[src/rtl/fetch_unit.sv]
// fetch_unit: PC holder and instruction fetch stage with next-PC select and imem timeout watchdog.
module fetch_unit #(
  parameter logic [31:0] RESET_PC = 32'h0000_0000,
  parameter int          MAX_WAIT = 16
) (
  input  logic        clk,
  input  logic        reset,
  output logic        imem_req,
  output logic [31:0] imem_addr,
  input  logic        imem_ready,
  input  logic [31:0] imem_rdata,
  input  logic        advance,
  input  logic        pcsrc,
  input  logic        jump,
  output logic [31:0] instr,
  output logic [4:0]  op,
  output logic        instr_valid,
  output logic [31:0] pc,
  output logic [31:0] pcplus4,
  output logic [31:0] retired,
  output logic        fetch_err
);
  typedef enum logic [1:0] {FETCH, EXEC, ERR} state_t;
  state_t      state_q, state_d;
  logic [31:0] pc_q, pc_d, instr_q, instr_d, ret_q, ret_d;
  logic [7:0]  wait_q, wait_d;
  always_comb begin
    state_d = state_q;
    pc_d    = pc_q;
    instr_d = instr_q;
    ret_d   = ret_q;
    wait_d  = wait_q;
    case (state_q)
      FETCH: begin
        if (imem_ready) begin
          instr_d = imem_rdata;
          wait_d  = '0;
          state_d = EXEC;
        end else begin
          wait_d  = wait_q + 8'd1;
          state_d = (wait_q == 8'(MAX_WAIT - 1)) ? ERR : FETCH;
        end
      end
      EXEC: begin
        if (advance) begin
          // jump outranks a taken branch
          pc_d    = jump  ? {pcplus4[31:29], instr_q[26:0], 2'b00} :
                    pcsrc ? pcplus4 + {{14{instr_q[15]}}, instr_q[15:0], 2'b00} :
                            pcplus4;
          ret_d   = ret_q + 32'd1;
          state_d = FETCH;
        end
      end
      default: ;
    endcase
  end
  always_ff @(posedge clk) begin
    if (reset) begin
      state_q <= FETCH;
      pc_q    <= RESET_PC;
      instr_q <= '0;
      ret_q   <= '0;
      wait_q  <= '0;
    end else begin
      state_q <= state_d;
      pc_q    <= pc_d;
      instr_q <= instr_d;
      ret_q   <= ret_d;
      wait_q  <= wait_d;
    end
  end
  assign imem_req    = state_q == FETCH;
  assign instr_valid = state_q == EXEC;
  assign fetch_err   = state_q == ERR;
  assign imem_addr   = pc_q;
  assign pc          = pc_q;
  assign pcplus4     = pc_q + 32'd4;
  assign instr       = instr_q;
  assign op          = instr_q[31:27];
  assign retired     = ret_q;
endmodule

[config.mk]
export PLATFORM = sky130hd
export DESIGN_NAME = fetch_unit
export DESIGN_NICKNAME = d
export VERILOG_FILES = /design/src/rtl/fetch_unit.sv
export SDC_FILE = /design/constraint.sdc
export NUM_CORES = 1
export LEC_CHECK = 0
export ABC_AREA = 1
export CAP_MARGIN = 10
export CORE_MARGIN = 2
export CORE_UTILIZATION = 40
export CTS_BUF_LIST = sky130_fd_sc_hd__clkbuf_8 sky130_fd_sc_hd__clkbuf_16
export CTS_CLUSTER_DIAMETER = 50
export DETAILED_ROUTE_END_ITERATION = 6
export PLACE_DENSITY = 0.76
export SLEW_MARGIN = 25
export SYNTH_ARGS = -nofsm -noshare
export SYNTH_HDL_FRONTEND = slang
export SYNTH_SLANG_ARGS = --single-unit
[constraint.sdc]
create_clock -name clk -period 2.74 [get_ports clk]
set_input_delay 0.685 -clock clk [delete_from_list [all_inputs] [get_ports clk]]
set_output_delay 0.685 -clock clk [all_outputs]
set_load 0.01 [all_outputs]
==> After elaboration in Yosys (flattened, before gate mapping) <==
Index checks and enable logic that the tools add are counted.
{ "op_classes": {"reduce_logical": 5, "addsub": 4, "n_mux": 7, "eq_ne": 4} }
{ "op_table": {"columns": ["cell", "count"], "rows": [
  ["2-to-1 mux 32 bit", 2],
  ["adder 32 x 1 -> 32 bit, second input constant", 1],
  ["adder 32 x 3 -> 32 bit, second input constant", 1],
  ["adder 32 bit", 1],
  ["adder 8 x 1 -> 8 bit, second input constant", 1],
  ["== test 8 x 4 -> 1 bit, second input constant", 1],
  ["2-to-1 mux 8 bit", 1],
  ["2-to-1 mux 2 bit", 3],
  ["AND reduction 2 bit", 3],
  ["case mux 2 bit (2 select lines)", 1],
  ["== test 2 x 1 -> 1 bit, second input constant", 1],
  ["== test 2 bit, second input constant", 1],
  ["zero test 2 bit", 1],
  ["inequality test 2 bit, second input constant", 1],
  ["nonzero test 2 bit", 1]
]} }
{ "totals": {"in_bits": 38, "register_bits": 106, "word_cells": 25, "output_inout_bits": 168} }

==> Logic depth before layout (Yosys ltp) <==
Gate-level depths: netlist of the first run.
{ "depth": {"depth_word": 4, "mapped_depth": 22, "depth_no_buf": 22} }

==> Worst setup path before layout of the first run <==
OpenSTA, ideal clock, no wires.
{ "synth_timing": {"path_kind": "register to register", "startpoint": "reg pc_q[2] (netlist: imem_addr[2])", "endpoint": "reg pc_q[29] (netlist: imem_addr[29])", "path_stages_with_launch": 19, "setup_time_ps": 70, "path_buffers": 0, "slack_ps": -42, "required_time_ps": 2670, "arrival_time_ps": 2712, "period_less_slack_ps": 2782, "path_cell_list": "dfxtp_1 ha_1 nand3_1 inv_1 nand2_1 nor2_1 xor2_1 ha_1 nand2_1 nand2_1 nand2_1 nand3_1 a21oi_1 nor2_1 nor2_1 nand2_1 nand2_1 nand3_1 a21oi_1"} }
{ "synth_via": {"elab_chain_len": 4} }
{ "synth_lines": {"columns": ["item", "line", "rtl"], "rows": [
  ["start, declared", "25", "logic [31:0] pc_q, pc_d, instr_q, instr_d, ret_q, ret_d;"],
  ["start signal, assigned", "66", "pc_q <= pc_d;"],
  ["adder 32 x 3 -> 32 bit", "77", "assign pcplus4 = pc_q + 32'd4;"],
  ["named net pcplus4[18]", "19", "output logic [31:0] pcplus4,"],
  ["adder 32 bit", "48", "pcsrc ? pcplus4 + {{14{instr_q[15]}}, instr_q[15:0], 2'b00} :"],
  ["2-to-1 mux 32 bit", "48", null],
  ["2-to-1 mux 32 bit", "47", "pc_d = jump ? {pcplus4[31:29], instr_q[26:0], 2'b00} :"]
]} }
The timed path passes the listed nets, and every way through them passes these cells.
A chain may end at the register's enable or synchronous reset.

==> Worst setup path in the final report of the first run <==
{ "layout_timing": {"startpoint": "reg pc_q[3] (netlist: imem_addr[3])", "endpoint": "out pcplus4[19]"} }
{ "layout_via": {"elab_chain_len": 1} }
{ "layout_lines": {"columns": ["item", "line"], "rows": [
  ["adder 32 x 3 -> 32 bit", "77"],
  ["end, declared", "19"]
]} }
Every way passes these cells.

==> results of run 1 <==
-- sequential cells by signal, indices dropped and copies added, names as in the netlist --
register / count
imem_addr: 30
instr: 32
retired: 32
state_q: 2
wait_q: 8
-- routing by layer --
metal | track usage, % | routed length [um] | vias to the layer above
met3 | 5.994 | 3186 | 126
met5 | 0 | 0 | -
li1 | - | - | 4947
met4 | 11.20 | 1622 | 0
met1 | 35.19 | 12890 | 4675
met2 | 45.54 | 15430 | 542
-- cells in the final DEF (no fill, tap or decap), types with 10 or more instances in the layout --
master	instances
nor3_1	14
xor2_1	15
nand3_1	68
clkdlybuf4s50_1	174
nand2_4	12
nand2_1	284
nand3_2	18
nand4_1	21
ha_1	10
dlygate4sd2_1	10
nor2_1	133
ha_4	27
dfxtp_1	81
nor2_2	33
inv_2	22
inv_1	177
nor2_4	24
buf_4	172
a21oi_2	18
o21ai_0	84
nand2_2	66
dfxtp_2	15
a21oi_1	88
-- power by group through the flow --
| stage | Combinational, mW | Clock, mW | Sequential [mW] |
|---|---|---|---|
| global placement | 1.32 | 0 | 1.71 |
| finish | 1.58 | 1.33 | 1.70 |
| global route | 1.69 | 1.40 | 1.71 |
| CTS | 1.36 | 1.34 | 1.68 |
| floorplan | 0.615 | 0 | 1.74 |
| detailed placement | 1.33 | 0 | 1.71 |
-- kinds of logic (layout without fill, tap and decap cells) --
family	count (synthesis)	after routing
other	1	6
adders and majority gates	39	39
buffers and inverters	275	593
DFF	104	104
and+or+nand+nor	702	702
xor gates and xnor gates	34	34
AOI/OAI and AO/OA	218	218
-- worst min-delay path by stage --
stage / slack [ns] / start / to
2_1_floorplan: 0.42 / wait_q[7]$_SDFFE_PP0P_ / wait_q[7]$_SDFFE_PP0P_
3_3_place_gp: 0.44 / wait_q[7]$_SDFFE_PP0P_ / wait_q[7]$_SDFFE_PP0P_
3_5_place_dp: 0.44 / wait_q[7]$_SDFFE_PP0P_ / wait_q[7]$_SDFFE_PP0P_
4_1_cts: 0.46 / wait_q[7]$_SDFFE_PP0P_ / wait_q[7]$_SDFFE_PP0P_
5_1_grt: 0.48 / wait_q[7]$_SDFFE_PP0P_ / wait_q[7]$_SDFFE_PP0P_
6_report: 0.45 / wait_q[7]$_SDFFE_PP0P_ / wait_q[7]$_SDFFE_PP0P_
-- timing repair --
action / in CTS / in global routing
buffers inserted: 4 / 17
gates resized for setup: 132 / 237
pin swaps: 15 / 84
endpoints found under the setup margin: 47 / 39
-- area by class of cell --
class                   instances  area, um2
clock inverters                 7      68.82
repair buffers                375       3319
inverters                     202      765.7
well taps                     270      337.8
multi-input cells             999       6123
fillers                      1714       7198
clock buffers                   9      225.2
flip-flops and latches        104       2131
-- through the flow --
stage | TNS [ns] | setup WS [ns] | util (%) | total power, mW
after floorplan | 0 | 0.01342 | - | 2.356
after global placement | -3.543 | -0.3097 | 55.89 | 3.024
after detailed placement | -4.318 | -0.3370 | 55.89 | 3.041
after CTS | 0 | 0.0001468 | 58.96 | 4.381
after global routing | -1.590 | -0.1940 | 64.31 | 4.798
final | -0.09317 | -0.04604 | 64.31 | 4.606
==> summary by stage, run 1 <==
Detailed routing
The count of nets left with antenna violations after detail routing is 0. The pre-antenna-repair detailed-routing pass consisted of 5 iterations. The first routing iteration left 731 violations. The average detailed-routed wire length per instance is 16.85 um. The count of vias placed by the detailed router is 10290.

The remaining routing DRC violations is 0. The average via count per standard cell is 5.234. The aggregate routed wire length is 33130 um.

Setup path
At the worst endpoint, the required time is 2.06 ns. The first element of the critical path is imem_addr[3]$_SDFFE_PP0P_. The critical path runs through a total of 10 cells. The critical path is of the register to output pin type.

The count of cells along the worst register-to-register path is 17. The most frequent cell on the critical path is buf_4. The slowest stage cell on the critical path is dfxtp_4. The critical register-to-register path startpoint is imem_addr[16]$_SDFFE_PP0P_. The arrival time at the worst endpoint is 2.10 ns. The number of buffers and inverters on the critical path is 4. Among cell families on the critical path, the largest total delay comes from simple AND/OR/NAND/NOR gates. The maximum single-stage delay on the critical path is 0.39 ns. The critical path goes through nand2_4 -> nor2_4 -> nand2_2 -> nor2_4 -> nand2_2 -> xor2_2 -> inv_2 -> buf_4 -> buf_4 -> buf_4. The startpoint type of the worst setup path is a register. The worst register-to-register path ends at imem_addr[20]$_SDFFE_PP0P_.

The setup slack of the worst register-to-register path is -0.03 ns. The end point of the critical path is pcplus4[19]. The maximum net fanout on the critical path is 4.

The element type at the critical path end is an output pin.

Layout
The finished cells cover 0.01297 mm2. The number of antenna diodes is 0. The final net count is 1768.

The area growth from synthesis to layout is 58.32%. The count of cells in the finished layout, fillers not included, comes to 1966. In the final layout, the share of cells above drive strength 1 is 28.48%.

Synthesis
The portion of netlist area occupied by mux cells is 0%. By count the netlist is led by 359 x nand2_1, 198 x inv_1, 185 x nor2_1. The compound-cell area share of the yosys netlist is 13.88%. The share of synthesized cell area in and, or, nand and nor gates is 36.04%. The post-synthesis cell type with the largest combined area is dfxtp_1. The dominant register cell in the synthesized netlist is dfxtp_1.

Summing the areas of all fa, ha and maj instances in the mapped netlist gives 6.048% of the synthesized area. The number of cells produced by synthesis is 1373. The synthesized area is 0.008193 mm2.

The top-area cell type share of the netlist area is 25.41%. Counting flops and latches in the post-synthesis netlist gives 104. By area the synthesized netlist is led by dfxtp_1 25%, nand2_1 16%, inv_1 9.1%, nor2_1 8.5%, a21oi_1 6.7%. The number of enable flip-flop cells after synthesis is 0. The post-synthesis async set-or-reset flop share is 0%. The cell with the most instances after synthesis is nand2_1. Averaged over all synthesized cells, the footprint is 5.967 um2. Yosys mapped the design onto 44 distinct sky130hd cell types. The area share of xor/xnor cells in the synthesized design is 3.635%. After synthesis, the largest family of logic cells by area is simple AND/OR/NAND/NOR gates.

The number of warnings issued by yosys is 0. Sequential elements use 25.41% of the synthesized area.

Timing
The final count of pins violating max slew came to 0. At the pin with the least slew margin, the transition time is 0.6070 ns. The highest attainable clock frequency is 358.9 MHz. The clock skew is 0.01032 ns. The total count of hold-check failures in the final report was 0. The period utilization is 101.7%. Setup repair after global routing could not meet its margin everywhere. On the final layout, the worst hold slack is 0.4533 ns.

The number of setup violations in the final report is 3. The minimum clock period is 2.786 ns. The max-slew headroom at the worst pin is 59.38%. The final worst slack is -0.04604 ns.

Flow run
The count of maximum capacitance violations is 0.

CTS
Buffers inserted to repair hold after CTS numbered 0. The H-tree level count is 3. The number of sinks driven by the clock tree is 104. Buffers inserted during clock tree synthesis total 9. The worst-skew pair later-pin latency is 0.36 ns.

After clock tree synthesis, the clock-pin slew on the worst setup and hold paths is 0.08 ns. The buffer levels on the longest clock path is 2. The root buffer cell chosen for the clock tree is clkbuf_16. TritonCTS built the clock tree.

Power and ir drop
In this run the static leakage power is 5.978 nW. The maximum ir drop on the vdd rail is 255.5 uV. In this run the power density over the cells is 355.1 mW/mm2. The internal power of the cells is 3.054 mW. The share of total power in sequential cells is 36.9%.

The share of total power dissipated in the clock network is 28.8%. The portion of total power attributed to combinational logic is 34.3%. The switching component of the power is 1.552 mW. Net switching is 33.69% of the power.

Die
In this run the vertical extent of the chip is 147.1 um. The horizontal extent of the die is 147.1 um. The area of the placeable core is 0.02017 mm2. The top-level port count is 206. The number of rows created at floorplan is 52. The initial standard-cell utilization of the core is 40.62%. The die covers 0.02164 mm2.

Placement
Summed over all nets, the half-perimeter wirelength after detailed placement is 24300 um. The global placement routability congestion is 0.9886. Summing all placed instances gives a cell area of 0.01127 mm2. The quantity of I/O buffers inserted on ports is 199. The number of cells in the design after placement is 1929.

GRT
The via count of the first global-routing pass is 9262. The aggregate global-route resource usage is 27.63%. The first global-routing pass estimated 47910 um of wire. The remaining global-route overflow is 0. The largest net degree at the start of global routing is 50. The initial antenna violation count is 0.

Run status
The final reports fail on setup timing. The run finished, with violations left.

Min path
Counting instances, the worst hold path has a depth of 1. In this run the worst hold path is classified as register to register.
(Power assumes the default switching activity.)
==> inputs of run 2 (changes only) <==
- CTS_CLUSTER_DIAMETER: 50 -> 120
- PLACE_DENSITY: 0.76 -> 0.67
==> run 2 against run 1 <==
  * The run still ends with setup timing left
  * Die area stayed put
  * Power is 1.6% higher
  * Core utilization is 1.3 points higher
  * Flip-flop and latch count stayed put
  * First-iteration DRC count is 5.9% lower
==> summary by stage, run 2 (synthesis gave the netlist of run 1 again) <==
Setup path
The most frequent cell on the critical path is nand2_1. For the worst setup path, the data required time is 2.06 ns. The critical path crosses 10 cells after its start point. Together, buffers and inverters on the worst path number 3. The critical path goes through nand2_1 -> nor2_2 -> nand2_1 -> nor2_2 -> nand2_1 -> nand2_1 -> nand2_1 -> inv_2 -> buf_4 -> dlygate4sd2_1. The first element of the critical path is imem_addr[9]$_SDFFE_PP0P_. The maximum single-stage delay on the critical path is 0.38 ns. The startpoint identified for the worst register-to-register timing path is imem_addr[9]$_SDFFE_PP0P_. The worst register-to-register path has a depth of 17. The slowest stage cell on the critical path is dfxtp_2. The startpoint type of the worst setup path is a register.

The gate family responsible for the most delay along the worst path is simple AND/OR/NAND/NOR gates. The element type at the critical path end is an output pin. Of all nets on the critical path, the largest fanout is 4.

At the worst endpoint, the arrival time is 2.17 ns. The worst setup path is of the register to output pin kind.

Layout
The final net count is 1781. The post-layout utilization of the core is 65.56%. After the flow finishes, the layout carries non-filler instances totaling 1978. In the layout the commonest cells are 282 x nand2_1, 175 x inv_1, 173 x clkdlybuf4s50_1, 173 x buf_4, 142 x nor2_1. The commonest non-fill, non-tap cell in the layout is nand2_1. The layout overhead on the synthesized area is 61.41%. Summing all multi-input logic gate instances after layout gives 0.006231 mm2. The post-route netlist has 28.98% of its cells at a drive strength greater than 1.

Summing all flip-flop and latch instances after layout gives 0.002137 mm2. The number of antenna diodes is 0. The total of fill cells in the finished design is 1755.

GRT
The remaining global-route overflow is 0. The highest-utilization routing layer at the global route stage is met2. The aggregate global-route resource usage is 28.21%. The via count of the first global-routing pass is 9345. The first-pass GRT wire length is 48510 um.

Global routing used 37.99% of the available met1 tracks. The largest net degree at the start of global routing is 31. The met2 usage is 45.86%. The initial antenna violation count came to 0. Global routing used 4.627% of the available met3 tracks.

Power and ir drop
Internal power comes to 3.109 mW. The clock network accounts for 28.6% of the total power. The leakage power total is 6.230 nW.

Dividing total power by cell area gives a power density of 353.9 mW/mm2. The maximum ir drop on the vdd rail is 291.6 uV. The share of total power in sequential cells is 36.2%. Net switching is 33.56% of the power. The portion of total power attributed to combinational logic is 35.2%.

For this design the total switching power over the nets is 1.571 mW.

CTS
The buffer levels on the longest clock path is 2. TritonCTS built the clock tree. The clock reaches the later pin of the worst-skew pair after 0.35 ns. CTS saw 104 sinks.

The CTS root buffer is clkbuf_16. The clock transition at the register clock pins on the worst setup and hold paths after CTS is 0.07 ns. The number of buffers inserted by hold repair at cts is 0.

Counting the buffers created by CTS gives 9. The H-tree level count is 3.

Placement
Buffers placed on the I/O ports in this run total 199. At the placement stage, the worst setup path has a slack of -0.4181 ns. Summed over all nets, the half-perimeter wirelength after detailed placement is 25030 um. The number of cells in the design after placement is 1939.

The congestion estimate from routability-driven global placement came to 1.026.

Detailed routing
The aggregate routed wire length is 33430 um. In this run the remaining antenna-violating nets after routing total 0. The remaining routing DRC violations is 0.

For this block, the via count after detailed routing is 10200. The first detailed-routing pass took 5 iterations. After the first detailed-routing iteration, the DRC count stood at 688. The average via count per standard cell is 5.157. The average detailed-routed wire length per instance is 16.90 um.

Timing
The highest attainable clock frequency is 350.9 MHz. The period utilization is 104.0%. The total count of hold-check failures in the final report is 0. The clock skew is 0.01400 ns. Across all setup checks in the final design, the least slack found is -0.1100 ns. Setup repair after global routing could not meet its margin everywhere. The final count of pins violating max slew came to 0. The minimum clock period is 2.850 ns. At the pin with the least slew margin, the transition time is 0.6051 ns.

Setup violations remaining at the end of the flow were counted as 6. The worst pin sits at a relative slew slack of 59.51%.

Die
The number of rows created at floorplan is 52. The region available for standard cell placement spans 0.02017 mm2. The top-level port count is 206.

Once the floorplan was initialized, standard cells occupied 40.62% of the core. From bottom edge to top edge, the die measures 147.1 um. The horizontal extent of the die is 147.1 um.

The die covers 0.02164 mm2.

Run status
The run finished, with violations left. The final reports fail on setup timing.

Min path
The number of stages on the worst hold path is 2. In this run the worst hold path is classified as register to register. The worst hold path startpoint is retired[31]$_SDFFE_PP0P_.

Flow run
The count of maximum capacitance violations is 0.
-- run 2: layout make-up --
type | instances | area share (%)
Clock inverter | 5 | 0.4825
Sequential cell | 104 | 16.16
Clock buffer | 10 | 1.807
Timing Repair Buffer | 388 | 26.14
Tap cell | 270 | 2.555
Multi-Input combinational cell | 999 | 47.12
Inverter | 202 | 5.734
-- run 2: final timing paths --
path	endpoint	slack (ns)
max	pcplus4[28]	-0.11
min reg2reg	retired[31]$_SDFFE_PP0P_	0.46
max reg2reg	imem_addr[26]$_SDFFE_PP0P_	-0.08
min	retired[31]$_SDFFE_PP0P_	0.46
-- run 2: per-stage QoR --
step | power, mW | TNS, ns | hold WS (ns) | cell area (um2)
floorplan | 2.356 | 0 | 0.4225 | 8219
global placement | 3.069 | -4.177 | 0.4482 | 11330
detailed placement | 3.084 | -5.428 | 0.4503 | 11330
CTS | 4.471 | -0.4511 | 0.4632 | 12140
global route | 4.873 | -3.137 | 0.4872 | 13220
finish | 4.680 | -0.3295 | 0.4605 | 13220
-- run 2: what timing repair did --
action	in CTS	in global routing
pin swaps	34	71
endpoints found under the setup margin	50	44
gates resized for setup	151	253
buffers inserted	11	19
-- run 2: metal layers --
metal  part of all wire, %  routed length, um
met5                     0                  0
met4                   3.8               1264
met3                   7.9               2656
met2                    46              15420
met1                    42              14090
-- run 2: power by group through the flow --
stage / Combinational [mW] / Clock [mW] / Sequential, mW
5_1_grt: 1.76 / 1.41 / 1.70
3_5_place_dp: 1.38 / 0 / 1.71
6_report: 1.65 / 1.34 / 1.70
4_1_cts: 1.44 / 1.35 / 1.68
2_1_floorplan: 0.615 / 0 / 1.74
3_3_place_gp: 1.36 / 0 / 1.70
-- run 2: tightest hold or removal path, delay by kind of cell (launching register included) --
kind | cells | cell delay (ns)
buf+inv | 1 | 0.06
compound gates | 1 | 0.05
flops | 1 | 0.31
==> inputs of run 3 (changes only) <==
- ABC_AREA: 1 -> not set
- PLACE_DENSITY: 0.67 -> 0.7
==> run 3 against run 2 <==
  * The run still ends with setup timing left
  * Via count down 24%
  * Maximum frequency down 23%
  * Global-route usage down 1.1 points
  * First-iteration DRC count down 40%
  * Worst setup slack worse by 0.86 ns
  * Register-to-register slack worse by 0.89 ns
  * Critical path type is now register to register
==> summary by stage, run 3 <==
Layout
Leaving out fill and tap cells, the most frequent cells in the layout are 227 x buf_4, 175 x clkdlybuf4s50_1, 154 x nand2_1, 92 x dfxtp_1, 78 x a21oi_1. The fraction of layout instances using a drive strength above 1 is 30.97%. The final net count is 1344. Relative to the synthesized area, the layout overhead comes to 68.71%. After the flow finishes, the layout carries non-filler instances totaling 1492. Counting the fill cells in the layout gives 1366.

Once layout is complete, the utilization of the core stands at 69.48%. Summing all flip-flop and latch instances after layout gives 0.002102 mm2. Once layout is done, the placed cells without fillers occupy 0.01160 mm2. The number of antenna diodes is 0. The commonest non-fill, non-tap cell in the layout is buf_4. The multi-input combinational cells in the finished layout cover a total of 0.005101 mm2.

Synthesis
The post-synthesis cell type with the largest combined area is dfxtp_1. For this run, the leading register cell type out of synthesis is dfxtp_1. The post-synthesis average cell area is 7.668 um2. After synthesis, the largest area contributor takes up 30.27% of total cell area. The synthesized design contains 104 register bits. The number of warnings issued by yosys is 0. The number of enable flip-flop cells after synthesis is 0.

The sequential element share of the synthesized area is 30.27%. By count the netlist is led by 159 x nand2_1, 104 x dfxtp_1, 92 x a21oi_1. After synthesis, the netlist uses 65 different library cells. After synthesis, the cell types taking the most area are dfxtp_1 30%, nand2_1 8.7%, ha_1 6.9%, a21oi_1 6.7%, xor2_1 5.9%. The synthesized area is 0.006878 mm2.

In the post-synthesis netlist, the cell with the most instances is nand2_1. In the synthesized netlist, the number of instances is 897. The post-synthesis async set-or-reset flop share is 0%.

Timing
Setup slack on the critical path of the routed design comes to -0.9741 ns. Adding up every negative setup slack in the final design gives -14.13 ns. Setup repair after global routing could not meet its margin everywhere. The final count of pins violating max slew is 0. Timing would allow up to 269.2 MHz. The clock skew is 0.01222 ns. The actual slew at the worst max-slew pin is 0.7273 ns. The total count of hold-check failures in the final report was 0. Hold is met by 0.4721 ns. The number of setup violations in the final report is 36. The period utilization is 135.5%. The max-slew headroom at the worst pin is 51.33%. For the finished layout, the period the worst path requires is 3.714 ns.

GRT
The remaining global-route overflow is 0. Entering global routing, the biggest net connects 47 pins. The via count of the first global-routing pass was 7397. The initial antenna violation count is 0.

The first-pass GRT wire length is 39100 um. Global routing used 27.13% of the available tracks.

Die
The initial standard-cell utilization of the core is 41.18%. The floorplan step defined a die boundary enclosing 0.01826 mm2. The floorplan has 47 rows. During I/O placement, the number of pins put on the boundary was 206. From left edge to right edge, the die measures 135.1 um. The area of the placeable core is 0.01670 mm2. The floorplan die height is 135.1 um.

Detailed routing
The average detailed-routed wire length per instance is 16.80 um. Before antenna repair, the detailed router went through 6 iterations. In the routed design, unresolved DRC markers number 0. The routed design has 25070 um of wire. The final route contains 7787 vias. In the routed layout, each cell is associated on average with a via count of 5.219. In this run the remaining antenna-violating nets after routing total 0.

The detailed router finished its first iteration with 412 violations.

Setup path
Among all stages on the critical path, the largest delay is contributed by or4_4. The maximum single-stage delay on the critical path is 0.42 ns. The arrival time at the worst endpoint is 3.98 ns. At the worst endpoint, the required time is 3.00 ns. The most critical setup path has its startpoint at imem_addr[3]$_SDFFE_PP0P_. The element type at the critical path end is a register.

The startpoint type of the worst setup path is a register. The critical path is of the register to register type. The setup slack of the worst register-to-register path is -0.97 ns. Walking the worst path, the cells encountered are ha_4 -> nand4_1 -> nor2_2 -> buf_6 -> buf_4 -> nand4_1 -> xnor2_2 -> ha_1 -> nand2_1 -> o21ai_1 -> nor2_1 -> a31oi_2 -> a21oi_2 -> or4_4 -> a211o_1 -> nand2_1 -> mux2_4. The startpoint identified for the worst register-to-register timing path is imem_addr[3]$_SDFFE_PP0P_. The maximum net fanout on the critical path is 5.

Placement
The global placement routability congestion is 0.9329. The total placed instance area is 0.01049 mm2. The number of cells in the design after placement is 1447. The pre-CTS worst setup slack is -1.034 ns. In this run the tool buffered the top-level ports with 199 buffer cells. The placed wire-length estimate is 18720 um.

CTS
Counting along the longest clock path gives a buffer depth of 2. Clock latency on the worst-skew pair, taken at its later pin, is 0.37 ns. The number of sinks driven by the clock tree is 104. Clock-pin slew was measured on the worst setup and hold paths at 0.08 ns. The H-tree level count is 3. The TritonCTS clock tree is built.

The tree is rooted in a clkbuf_16. Clock tree synthesis inserted a total of 9 buffers.

Power and ir drop
Power comes to 3.920 mW. For this design the ratio of total power to cell area is 337.8 mW/mm2. The leakage power total is 5.031 nW. The maximum ir drop on the vdd rail is 310.7 uV.

Min path
The worst hold path startpoint is instr[24]$_SDFFE_PP0P_. The type of the most critical hold path is register to register.

Run status
The final reports fail on setup timing. The flow ran to the end, but the final reports show violations.

Flow run
The tool flagged a number of max-cap violations equal to 0.
[run 3: cell count changes after synthesis, sizes merged, moves of 16 or more]
cell	delta
a21oi	-16
and3	+26
inv	-188
nand2	-204
nand3	-65
nor2	-106
o21ai	-51
xnor2	+23
xor2	+23
[run 3: per-layer routing]
layer / share of wire [%] / wire length (um) / GRT usage, %
met2: 47 / 11840 / 45.15
met4: 1.8 / 463 / 7.465
met1: 45 / 11400 / 37.03
met3: 5.4 / 1363 / 3.704
met5: 0 / 0 / 0
[run 3: kinds of logic (layout without fill, tap and decap cells)]
kind of cell,count (synthesis),after routing,share of synthesized area (%)
compound gates,207,207,19.21
xor+xnor,80,80,10.19
fa+ha+maj,39,39,7.204
buf+inv,92,462,7.331
flops,104,104,30.27
mux,13,13,1.928
other cells,1,6,0.05452
simple gates,361,361,23.81
[run 3: worst max-delay path, delay by kind of cell, from the launching register on]
family	cells	cell delay, ns
AND/OR/NAND/NOR	7	1.12
AO/OA/AOI/OAI	4	0.92
adder cells (fa/ha/maj)	2	0.48
flip-flops	1	0.38
multiplexers	1	0.30
buffers and inverters	2	0.26
XOR/XNOR	1	0.18
[run 3: layout make-up]
type	count	share of cell area, %
clock buffer	9	1.941
clock inverter	7	0.7548
timing repair buffer	434	32.47
multi-input combinational	706	43.96
sequential	104	18.12
tap	220	2.372
inverter	12	0.3882
[run 3: final timing paths]
kind                           endpoint  depth (start not counted)
max          imem_addr[31]$_SDFFE_PP0P_                         17
min              instr[24]$_SDFFE_PP0P_                          2
max reg2reg  imem_addr[31]$_SDFFE_PP0P_                         17
min reg2reg      instr[24]$_SDFFE_PP0P_                          2
[run 3: repair_timing]
action	CTS	global route
hold buffers	0	0
pin swaps	73	36
cloned	0	0
setup endpoints to repair	47	47
setup buffers	28	6
resized for setup	126	49
[run 3: power breakdown]
group          internal (mW)  switching [mW]
clock                  0.656           0.704
combinational          0.479           0.478
sequential              1.56          0.0439
